## config.mk

```make
export PLATFORM = sky130hd
export DESIGN_NAME = keypad_scanner
export DESIGN_NICKNAME = d
export VERILOG_FILES = /design/src/rtl/keypad_pkg.sv /design/src/rtl/keymap_encoder.sv /design/src/rtl/keypad_scanner.sv
export SDC_FILE = /design/constraint.sdc
export NUM_CORES = 1
export LEC_CHECK = 0
export ABC_CLOCK_PERIOD_IN_PS = 5700
export BUFFER_PORTS_ARGS = -buffer_cell sky130_fd_sc_hd__buf_2
export CORE_MARGIN = 2
export CORE_UTILIZATION = 55
export DETAILED_ROUTE_END_ITERATION = 12
export GPL_TIMING_DRIVEN = 0
export PLACE_DENSITY = 0.72
export SYNTH_ARGS = -nofsm -noshare
export SYNTH_HDL_FRONTEND = slang
export SYNTH_SLANG_ARGS = --single-unit
```

## constraint.sdc

```tcl
create_clock -name CLK100MHZ -period 5.7 [get_ports CLK100MHZ]
set_input_delay 0.285 -clock CLK100MHZ [delete_from_list [all_inputs] [get_ports CLK100MHZ]]
set_output_delay 0.285 -clock CLK100MHZ [all_outputs]
set_load 0.02 [all_outputs]
```

## src/rtl/keypad_pkg.sv

```systemverilog
// Shared constants and types for the 4x4 hex keypad scanner.
// Snapshot bit index is row*COLS+col; KEY_MAP turns that index into the printed hex legend.
package keypad_pkg;

  localparam int unsigned ROWS = 4;
  localparam int unsigned COLS = 4;

  localparam logic [1:0] StIdle   = 2'd0;
  localparam logic [1:0] StHeld   = 2'd1;
  localparam logic [1:0] StLocked = 2'd2;

  typedef enum logic [1:0] {
    ClsNone,
    ClsSingle,
    ClsMulti
  } snap_class_e;

  // Entry 15 first: row3 = 0,F,E,D ... row0 = 1,2,3,A
  localparam logic [15:0][3:0] KEY_MAP = {
    4'hD, 4'hE, 4'hF, 4'h0,
    4'hC, 4'h9, 4'h8, 4'h7,
    4'hB, 4'h6, 4'h5, 4'h4,
    4'hA, 4'h3, 4'h2, 4'h1
  };

  function automatic logic [3:0] key_lookup(input logic [3:0] idx);
    return KEY_MAP[idx];
  endfunction

endpackage

```

## src/rtl/keymap_encoder.sv

```systemverilog
// Classifies a 16-bit keypad snapshot (none/single/multi) and encodes the lowest pressed key.
module keymap_encoder
  import keypad_pkg::*;
(
  input  logic [15:0]  snap_i,
  output snap_class_e  cls_o,
  output logic [3:0]   code_o
);

  logic [3:0] low_idx;
  logic       multi;

  always_comb begin
    low_idx = 4'd0;
    for (int i = 15; i >= 0; i--) begin
      if (snap_i[i]) low_idx = 4'(i);
    end
    // Clearing the lowest set bit leaves something only if two or more were set
    multi = |(snap_i & (snap_i - 16'd1));
    if (snap_i == 16'd0) begin
      cls_o = ClsNone;
    end else if (multi) begin
      cls_o = ClsMulti;
    end else begin
      cls_o = ClsSingle;
    end
    code_o = key_lookup(low_idx);
  end

endmodule

```

## src/rtl/keypad_scanner.sv

```systemverilog
// Column-multiplexed 4x4 keypad scanner: drives one column low at a time, debounces whole
// snapshots and emits one key_valid pulse per accepted single-key press.
module keypad_scanner
  import keypad_pkg::*;
#(
  parameter int unsigned SCAN_DIV       = 100000,
  parameter int unsigned DEBOUNCE_SCANS = 4
) (
  input  logic       CLK100MHZ,
  input  logic       reset,
  input  logic [3:0] ROW,
  output logic [3:0] COL,
  output logic [3:0] key_code,
  output logic       key_valid,
  output logic       key_held
);

  localparam int unsigned DivW = (SCAN_DIV > 1) ? $clog2(SCAN_DIV) : 1;

  logic [3:0]      row_s1_q, row_s2_q;
  logic [DivW-1:0] div_cnt_q, div_cnt_d;
  logic [1:0]      col_idx_q, col_idx_d;
  logic [15:0]     work_map_q, work_map_d;
  logic [15:0]     prev_snap_q, prev_snap_d;
  logic [3:0]      match_cnt_q, match_cnt_d;
  logic [1:0]      state_q, state_d;
  logic [3:0]      key_code_q, key_code_d;
  logic            key_valid_q, key_valid_d;

  logic            sample, scan_done, stable;
  snap_class_e     snap_cls;
  logic [3:0]      snap_code;

  assign sample    = (div_cnt_q == DivW'(SCAN_DIV - 1));
  assign scan_done = sample && (col_idx_q == 2'd3);

  always_comb begin
    div_cnt_d  = sample ? '0 : div_cnt_q + 1'b1;
    col_idx_d  = sample ? col_idx_q + 2'd1 : col_idx_q;
    work_map_d = work_map_q;
    if (sample) begin
      for (int r = 0; r < ROWS; r++) begin
        work_map_d[{2'(r), col_idx_q}] = ~row_s2_q[r];
      end
    end
  end

  // On scan_done, work_map_d already holds the completed snapshot including column 3
  keymap_encoder u_encoder (
    .snap_i (work_map_d),
    .cls_o  (snap_cls),
    .code_o (snap_code)
  );

  always_comb begin
    match_cnt_d = match_cnt_q;
    prev_snap_d = prev_snap_q;
    if (scan_done) begin
      prev_snap_d = work_map_d;
      if (work_map_d == prev_snap_q) begin
        if (match_cnt_q != 4'(DEBOUNCE_SCANS)) match_cnt_d = match_cnt_q + 4'd1;
      end else begin
        match_cnt_d = 4'd1;
      end
    end
    stable = scan_done && (match_cnt_d == 4'(DEBOUNCE_SCANS));
  end

  always_comb begin
    state_d     = state_q;
    key_code_d  = key_code_q;
    key_valid_d = 1'b0;
    if (stable) begin
      case (state_q)
        StIdle: begin
          if (snap_cls == ClsSingle) begin
            key_code_d  = snap_code;
            key_valid_d = 1'b1;
            state_d     = StHeld;
          end else if (snap_cls == ClsMulti) begin
            state_d = StLocked;
          end
        end
        StHeld: begin
          // The key map is one-to-one, so same single code means same snapshot
          if (snap_cls == ClsNone) begin
            state_d = StIdle;
          end else if (!(snap_cls == ClsSingle && snap_code == key_code_q)) begin
            state_d = StLocked;
          end
        end
        StLocked: begin
          if (snap_cls == ClsNone) state_d = StIdle;
        end
        default: state_d = StIdle;
      endcase
    end
  end

  always_ff @(posedge CLK100MHZ or posedge reset) begin
    if (reset) begin
      row_s1_q    <= 4'b1111;
      row_s2_q    <= 4'b1111;
      div_cnt_q   <= '0;
      col_idx_q   <= 2'd0;
      work_map_q  <= 16'd0;
      prev_snap_q <= 16'd0;
      match_cnt_q <= 4'd0;
      state_q     <= StIdle;
      key_code_q  <= 4'd0;
      key_valid_q <= 1'b0;
    end else begin
      row_s1_q    <= ROW;
      row_s2_q    <= row_s1_q;
      div_cnt_q   <= div_cnt_d;
      col_idx_q   <= col_idx_d;
      work_map_q  <= work_map_d;
      prev_snap_q <= prev_snap_d;
      match_cnt_q <= match_cnt_d;
      state_q     <= state_d;
      key_code_q  <= key_code_d;
      key_valid_q <= key_valid_d;
    end
  end

  assign COL       = ~(4'b0001 << col_idx_q);
  assign key_code  = key_code_q;
  assign key_valid = key_valid_q;
  assign key_held  = (state_q == StHeld);

endmodule

```

# After elaboration in Yosys (flattened, before gate mapping)
# Memories as Yosys holds them, arrays and structs flattened.
# Cells that the tools add are included.
[totals] memories=1 rom_bits=64 out_inout_bits=10 wordCells=102 inputBits=6 regBits=70
[memory_table] memory="(no name shown)" depth=16 width=4 rd=1 rd_ports_with_merged_regs=0 write_ports=0 line="keypad_pkg.sv:27" text="return KEY_MAP[idx];"
[op_classes] mux=45 n_reduce_logical=13 shift=1 add_sub_neg=4 n_eq_ne=13 bitwise_logic=6 order_cmp=9
[ops] cell="$mux 4" count=20
[ops] cell="$bwmux 16" count=4
[ops] cell="$add 17x1->17 const B" count=1
[ops] cell="$eq 17x17->1 const B" count=1
[ops] cell="$mux 17" count=1
[ops] cell="$and 16x16->16" count=1
[ops] cell="$eq 16x16->1" count=1
[ops] cell="$logic_not 16->1" count=1
[ops] cell="$mux 16" count=1
[ops] cell="$reduce_or 16->1" count=1
[ops] cell="$sub 16x1->16 const B" count=1
[ops] cell="$lt 4x5->1 const B" count=3
[ops] cell="$mux 2" count=7
[ops] cell="$demux 1 s2" count=4
[ops] cell="$ge 4x1->1 const B" count=2
[ops] cell="$logic_and 1x1->1" count=7
[ops] cell="$mux 1" count=7
[ops] cell="$eq 2x2->1 const B" count=3
[ops] cell="$ne 3x3->1 const B" count=2
[ops] cell="$pmux 2 s3" count=1
[ops] cell="$lt 2x5->1 const B" count=1
[ops] cell="$lt 3x5->1 const B" count=1
[ops] cell="$add 4x1->4 const B" count=1
[ops] cell="$eq 2x1->1 const B" count=2
[ops] cell="13 further kinds" count=17

# Longest topological paths before layout
# Gate-level depths: netlist (run 1).
[depth] depth_word=32 ltp_mapped=19

# Hierarchy
# From an unflattened synthesis (run 1), not the netlist that was laid out.
[hier_totals] cells_unflattened=438 hier_area_um2=4135.2
[by_module_without_submodules] mod="keypad_scanner" n_inst=1 area_each_um2=3648.5 cells_each=370
[by_module_without_submodules] mod="keymap_encoder" n_inst=1 area_each_um2=486.7 cells_each=68

# Least setup slack after synthesis (run 1)
# No wires, ideal clock.
[synth_path] path_type="flip-flop to flip-flop" from="reg div_cnt_q[6]" to="reg state_q[1]" setup_slack_ns=1.129 stages_incl_launch_ff=18 required_time_ns=5.575 synth_period_minus_slack_ns=4.571 setup_ns=0.125 t_arrival_ns=4.446 path_cell_list="dfrtp_1 -> or4_1 -> buf_2 -> or4_4 -> or4_1 -> and2_1 -> nand2b_1 -> a21oi_1 -> o21ai_0 -> o21ai_0 -> nand2_1 -> ha_1 -> nor3_1 -> o311ai_4 -> xnor2_1 -> a2111oi_2 -> a41oi_2 -> mux2_4"
[synth_via] elab_chain_len=24 word_cells_on_any_way=44
[synth_lines] item="start: declaration" line="keypad_scanner.sv:21" text="logic [DivW-1:0] div_cnt_q, div_cnt_d;"
[synth_lines] item="start signal: assignment" line="keypad_scanner.sv:115" text="div_cnt_q <= div_cnt_d;"
[synth_lines] item="$eq 17x17->1 *" line="keypad_scanner.sv:34" text="assign sample = (div_cnt_q == DivW'(SCAN_DIV - 1));"
[synth_lines] item="$mux 16" line="keypad_scanner.sv:41" text="if (sample) begin"
[synth_lines] item="$mux 4 (16 in a row)" line="keymap_encoder.sv:16" text="if (snap_i[i]) low_idx = 4'(i);"
[synth_lines] item="$mem_v2 16x4"
[synth_lines] item="$mux 4 (not written as such)" line="keypad_pkg.sv:27"
[synth_lines] item="$eq 4x4->1" line="keypad_scanner.sv:88" text="end else if (!(snap_cls == ClsSingle && snap_code == key_code_q)) begin"
[synth_lines] item="$logic_and 1x1->1" line="keypad_scanner.sv:88"
[synth_lines] item="$ne 3x3->1 (no line)"
[synth_lines] item="$reduce_and 4->1 (no line)"
[synth_lines] item="end signal: assignment" line="keypad_scanner.sv:109" text="state_q <= StIdle;"
[synth_lines] item="end signal: assignment" line="keypad_scanner.sv:120" text="state_q <= state_d;"
[synth_lines] item="end: declaration" line="keypad_scanner.sv:26" text="logic [1:0] state_q, state_d;"
# Mark *: on every way between the ends. The rest lies on a longest branch, timed or not. The select of a mux whose other input is x is not followed.
# A chain may end at the register's enable or synchronous reset.

# Final worst setup path (run 1)
# Ends and elaborated chain as after synthesis.

==> results.py, run 1 <==
metrics = {
    "outcome": {
        "run_status": "complete, no violations",
    },
    "clock_network": {
        "cts_setup_buffers": 0,
        "numCtsBuffers": 9,
        "numClockSinks": 70,
        "clk_latency_ns": 0.36,
        "clk_pin_slew_ns": 0.08,
        "htreeDepth": 3,
        "cts_hold_buf": 0,
        "cts_buffer_depth": 2,
        "cts-root-buf": "clkbuf_8",
        "cts_tree": "built",
        "ctsResizeCount": 0,
    },
    "synthesis": {
        "synth_top_area_share_pct": 35.4,
        "ys.flop_type": "dfrtp_1",
        "synth_nets": 522,
        "yosys_warnings": 0,
        "synth-edff-count": 0,
        "synth_area_leader_cell": "dfrtp_1",
        "yosysSeqAreaShare_pct": 40.2,
        "ys_types": 64,
        "synthArstFlopShare_pct": 100,
        "ys_top_cells_by_area": "dfrtp_1, o21ai_0, nand2_1, dfstp_2, xnor2_1",
        "synth.most_common_cell": "dfrtp_1",
        "yosys-top-cells-count": "dfrtp_1, nand2_1, o21ai_0",
        "synth_cells": 506,
        "ys_seq_elements": 70,
        "syn_avg_cell_area_um2": 8.66,
        "netlist_area_um2": 4380,
    },
    "routing": {
        "drt_wl_total_um": 11300,
        "drc": 0,
        "wire_per_inst_um": 17.8,
        "viasPerCell": 6.13,
        "drt_first_pass_iters": 5,
        "drt-initial-drc-count": 371,
        "final_antenna_net_count": 0,
        "vias": 3915,
    },
    "global_route": {
        "grt_first_pass_wirelength_um": 18500,
        "grt_remaining_overflow": 0,
        "grt_usage_pct": 27.7,
        "grt_max_degree": 71,
        "antenna_found_initial": 0,
        "grt_pass1_vias": 3665,
    },
    "worst_setup_path": {
        "end_kind": "flop",
        "worstPathCellList": "or4_1, buf_2, or4_1, buf_2, buf_2, o31ai_1, a22oi_1, o21bai_1, a21oi_1, o211a_1, ha_1, nor3_1, o311ai_4, xnor2_1, a2111oi_2, a41oi_2, mux2_4",
        "worst_path_most_repeated_cell": "buf_2",
        "cpPeakStageDelay_ns": 0.64,
        "critPathMaxFanout": 10,
        "cp.arrival_ns": 5.47,
        "cp_num_buf_inv": 3,
        "worstSetupStartpointType": "flop",
        "cp.required_ns": 5.94,
        "cp_slowest_cell": "or4_1",
        "crit_type": "flop to flop",
        "path_delay_family": "compound AO/OA/AOI/OAI gates",
    },
    "sta": {
        "final.setup_skew_ns": 0.0122,
        "finalSetupTns_ns": 0,
        "finalHoldViolCount": 0,
        "fmax_mhz": 191,
        "finalMaxSlewViolations": 0,
        "slew_headroom_pct": 42.1,
        "fin_crit_sh_pct": 91.8,
        "max_slew.worst_pin.slew_ns": 0.862,
        "finalSetupViolCount": 0,
        "rsz0062_at_grt": "false",
        "fin_crit_ns": 5.23,
    },
    "layout": {
        "layout-drive-gt1-share_pct": 12.5,
        "layout.nets": 548,
        "stdcell_area_um2": 4780,
        "antenna_cells_inserted": 0,
        "multi_input_area_um2": 2410,
        "seq_area_um2": 1760,
        "fillers": 670,
        "syn2layout_area_growth_pct": 9.17,
    },
    "power_and_ir_drop": {
        "power_density_nw_per_um2": 193,
        "peakVddDrop_v": 0.000183,
        "power.leakage_nw": 2.09,
    },
    "die": {
        "design.core.area_um2": 7730,
        "die_w_um": 93.2,
        "ios": 16,
        "die_area_um2": 8690,
        "die_y_um": 93.2,
        "start_util_pct": 56.7,
        "num_rows": 32,
    },
    "hold_path": {
        "holdCritPathClass": "input pin to flop",
    },
    "placement": {
        "place_hpwl_um": 8180,
        "placed_area_um2": 4590,
        "gp_congestion": 1.01,
        "io_buffers": 15,
    },
    "run": {
        "cap_violations": 0,
    },
}
==> power breakdown <==
group          internal [W]  total [W]  switching [W]
clock              0.000202   0.000401       0.000199
sequential         0.000501   0.000503     0.00000154
combinational    0.00000350  0.0000196      0.0000161
==> cell families after synthesis <==
| logic type | share of synthesized area (%) |
|---|---|
| flip-flops | 40.2 |
| AND/OR/NAND/NOR | 21.3 |
| buffers and inverters | 4.80 |
| multiplexers | 2.31 |
| AO/OA/AOI/OAI | 21.7 |
| XOR/XNOR | 6.80 |
| adder cells (fa/ha/maj) | 2.86 |
==> worst reg2reg max path, delay by kind of cell (launching register included) <==
kind	cells	cell delay, ns
flip-flops	1	0.44
buffers and inverters	3	0.68
multiplexers	1	0.33
XOR/XNOR	1	0.17
AND/OR/NAND/NOR	3	1.55
adder cells (fa/ha/maj)	1	0.28
AO/OA/AOI/OAI	8	1.66
==> per-stage QoR <==
stage	cells	total power (W)	util, %	setup WS (ns)	hold slack [ns]
finish	639	0.000924	61.9	0.469	0.0227
global route	639	0.000957	61.9	0.229	0.00436
floorplan	506	0.000525	-	1.13	0.289
detailed placement	623	0.000533	59.3	0.576	0.347
global placement	623	0.000532	59.3	0.622	0.345
CTS	639	0.000934	61.9	0.512	0.0122
==> cells in the final DEF, fill, tap and decap left out, types with 4 or more instances in the layout <==
master,count
a211oi_1,6
a21oi_1,36
a22oi_1,5
and3_1,5
buf_2,18
clkbuf_1,15
clkbuf_8,9
dfrtp_1,62
dfstp_2,8
ha_1,10
inv_1,28
nand2_1,61
nand3_1,25
nand4_1,5
nor2_1,38
nor3_1,7
nor4_1,4
o2111ai_1,4
o211ai_1,5
o21a_1,9
o21ai_0,46
o21ai_1,15
or3_1,5
or4_1,5
xnor2_1,23
xor2_1,11
==> worst paths after layout <==
check	start	endpoint	slack (ns)	cells past startpoint
setup / recovery	div_cnt_q[6]	state_q[1]	0.47	17
hold / removal	ROW[3]	row_s1_q[3]	0.02	1
setup reg to reg	div_cnt_q[6]	state_q[1]	0.47	17
hold reg to reg	row_s1_q[1]	row_s2_q[1]	0.36	0
max in group asynchronous	reset	key_code[0]	5.04	2
min in group asynchronous	reset	prev_snap_q[15]	0.11	2
==> per-layer routing <==
metal | vias to the layer above | track usage, % | wire length, µm
met3 | 27 | 5.72 | 839
li1 | 1851 | - | -
met5 | - | 0 | 0
met1 | 1877 | 38.0 | 5040
met2 | 160 | 42.9 | 5190
met4 | 0 | 11.2 | 275
==> area by class of cell <==
type	instances	share of cell area (%)
clock inverters	7	1.52
clock buffers	9	2.59
multi-input cells	383	50.4
repair buffers	15	1.57
plain buffers	19	1.73
flip-flops and latches	70	36.8
inverters	34	2.72
well taps	102	2.67
==> flip-flops by register name (all words and copies together), names as in the netlist <==
register and flops:
div_cnt_q 17, prev_snap_q 16, work_map_q 16, key_code 4
match_cnt_q 4, row_s1_q 4, row_s2_q 4, col_idx_q 2
state_q 2, key_valid 1
(Power assumes the default switching activity.)
==> inputs of run 2 (changes only) <==
- PLACE_DENSITY: 0.72 -> 0.81
==> run 2 against run 1 <==
Compared with the run above:
- combinational power grew 2%
- via count grew 0.97%
- count of clock-buffer cells in the layout is the same
- final cell count is the same
- total power grew 7.6%
- worst setup slack lost 0.14 ns
- wire length grew 2.1%
- clock power grew 18%
- largest power group unchanged
- highest routed layer unchanged
==> results.py, run 2 (synthesis results as in run 1) <==
metrics = {
    "clock_network": {
        "ctsResizeCount": 0,
        "clk_latency_ns": 0.35,
        "cts_tree": "built",
        "numClockSinks": 70,
        "cts_buffer_depth": 2,
        "numCtsBuffers": 9,
        "cts-root-buf": "clkbuf_8",
        "cts_setup_buffers": 0,
        "cts_hold_buf": 0,
        "htreeDepth": 3,
        "clk_pin_slew_ns": 0.08,
    },
    "routing": {
        "drc": 0,
        "wl_met1_um": 4990,
        "drt_wl_total_um": 11600,
        "drt-initial-drc-count": 328,
        "top_layer": "met4",
        "viasPerCell": 6.19,
        "routed-wl-met3_um": 892,
        "vias": 3953,
        "wire_per_inst_um": 18.1,
        "drt_first_pass_iters": 5,
        "met2RoutedLength_um": 5320,
        "final_antenna_net_count": 0,
    },
    "die": {
        "die_w_um": 93.2,
        "die_area_um2": 8690,
        "start_util_pct": 56.7,
        "design.core.area_um2": 7730,
        "die_y_um": 93.2,
        "num_rows": 32,
        "ios": 16,
    },
    "layout": {
        "final_cell_mix": "dfrtp_1, nand2_1, o21ai_0, nor2_1, a21oi_1",
        "final_common_cell": "dfrtp_1",
        "regMostFlops": "div_cnt_q",
        "seq_area_um2": 1760,
        "antenna_cells_inserted": 0,
        "fillers": 653,
        "reg_top3": "div_cnt_q: 17 flops, prev_snap_q: 16 flops, work_map_q: 16 flops",
        "multi_input_area_um2": 2410,
        "layout.nets": 548,
        "syn2layout_area_growth_pct": 9.85,
        "largest_register_ffs": 17,
        "stdcell_area_um2": 4810,
        "stdcell_count": 639,
        "layout-drive-gt1-share_pct": 12.5,
    },
    "placement": {
        "io_buffers": 15,
        "gp_congestion": 0.949,
        "placed_cells": 623,
        "place_hpwl_um": 8500,
        "pre_cts_slack_ns": 0.520,
        "placed_area_um2": 4590,
    },
    "sta": {
        "finalSetupTns_ns": 0,
        "max_slew.worst_pin.slew_ns": 0.877,
        "fmax_mhz": 186,
        "finalHoldViolCount": 0,
        "slew_headroom_pct": 40.9,
        "fin_crit_ns": 5.37,
        "finalSetupViolCount": 0,
        "final.setup_skew_ns": 0.00935,
        "worst_slack_ns": 0.329,
        "rsz0062_at_grt": "false",
        "finalMaxSlewViolations": 0,
        "fin_crit_sh_pct": 94.2,
    },
    "global_route": {
        "grt_usage_pct": 27.6,
        "grt_max_degree": 71,
        "antenna_found_initial": 0,
        "grt_first_pass_wirelength_um": 18500,
        "grt_pass1_vias": 3714,
        "grt_remaining_overflow": 0,
    },
    "worst_setup_path": {
        "reg2reg_slack_ns": 0.33,
        "cp.arrival_ns": 5.61,
        "r2r_end": "state_q[1]",
        "r2r-start": "div_cnt_q[6]",
        "cp.required_ns": 5.94,
        "crit_type": "flop to flop",
        "worstSetupStartpointType": "flop",
        "end_kind": "flop",
        "critPathMaxFanout": 9,
        "worstRegToRegCells": 14,
    },
    "hold_path": {
        "hold_depth": 1,
        "holdCritPathClass": "input pin to flop",
        "whs_endpoint": "row_s1_q[3]",
        "min-delay-start": "ROW[3]",
    },
    "power_and_ir_drop": {
        "power_density_nw_per_um2": 207,
        "power.leakage_nw": 2.11,
        "peakVddDrop_v": 0.000146,
    },
    "run": {
        "cap_violations": 0,
    },
    "outcome": {
        "run_status": "complete, no violations",
    },
}
==> run 2: cell types whose count changed in the layout (fill, tap and decap cells not counted) <==
cell and delta:
bufinv_16 +1, clkinv_2 -2, clkinvlp_4 -1, inv_6 +2
==> run 2: final cells by class <==
class	count	area share, %
plain buffers	19	1.72
clock buffers	9	2.57
clock inverters	7	2.13
inverters	34	2.70
multi-input cells	383	50.1
flip-flops and latches	70	36.6
well taps	102	2.65
repair buffers	15	1.56
==> run 2: layer usage <==
metal	GRT usage, %	vias to the layer above
li1	-	1849
met1	37.5	1866
met2	43.2	199
met3	4.59	39
met4	12.7	0
met5	0	-
==> run 2: worst max-delay path by stage <==
stage                            end  cells after the start  slack (ns)         start
after CTS                 state_q[1]                     17        0.50  div_cnt_q[6]
after detailed placement  state_q[1]                     17        0.52  div_cnt_q[6]
after global placement    state_q[1]                     17        0.67  div_cnt_q[6]
after floorplan           state_q[1]                     17        1.13  div_cnt_q[6]
final                     state_q[1]                     14        0.33  div_cnt_q[6]
after global routing      state_q[1]                     18        0.23  div_cnt_q[6]
==> run 2: worst max-delay path, stage by stage, from the launching register on <==
cell and delay [ns]:
dfrtp_1 0.43, or4_1 0.54, buf_2 0.19, nor4_4 0.51, nand2_1 0.36, o21ai_0 0.79
a21oi_1 0.22, o211a_1 0.36, ha_1 0.28, nor3_1 0.34, o311ai_4 0.15, xnor2_1 0.17
a2111oi_2 0.35, a41oi_2 0.21, mux2_4 0.33
==> run 2: stage by stage <==
step | power (W) | hold slack, ns | utilization [%]
2_1_floorplan | 0.000525 | 0.289 | -
3_3_place_gp | 0.000532 | 0.347 | 59.3
3_5_place_dp | 0.000533 | 0.347 | 59.3
4_1_cts | 0.000998 | 0.0204 | 62.3
5_1_grt | 0.00102 | 0.0130 | 62.3
6_report | 0.000995 | 0.0257 | 62.3
==> run 2: where the power goes <==
group / total, W / switching [W] / internal [W]
Combinational: 0.0000200 / 0.0000165 / 0.00000350
Sequential: 0.000503 / 0.00000166 / 0.000501
Clock: 0.000472 / 0.000220 / 0.000252
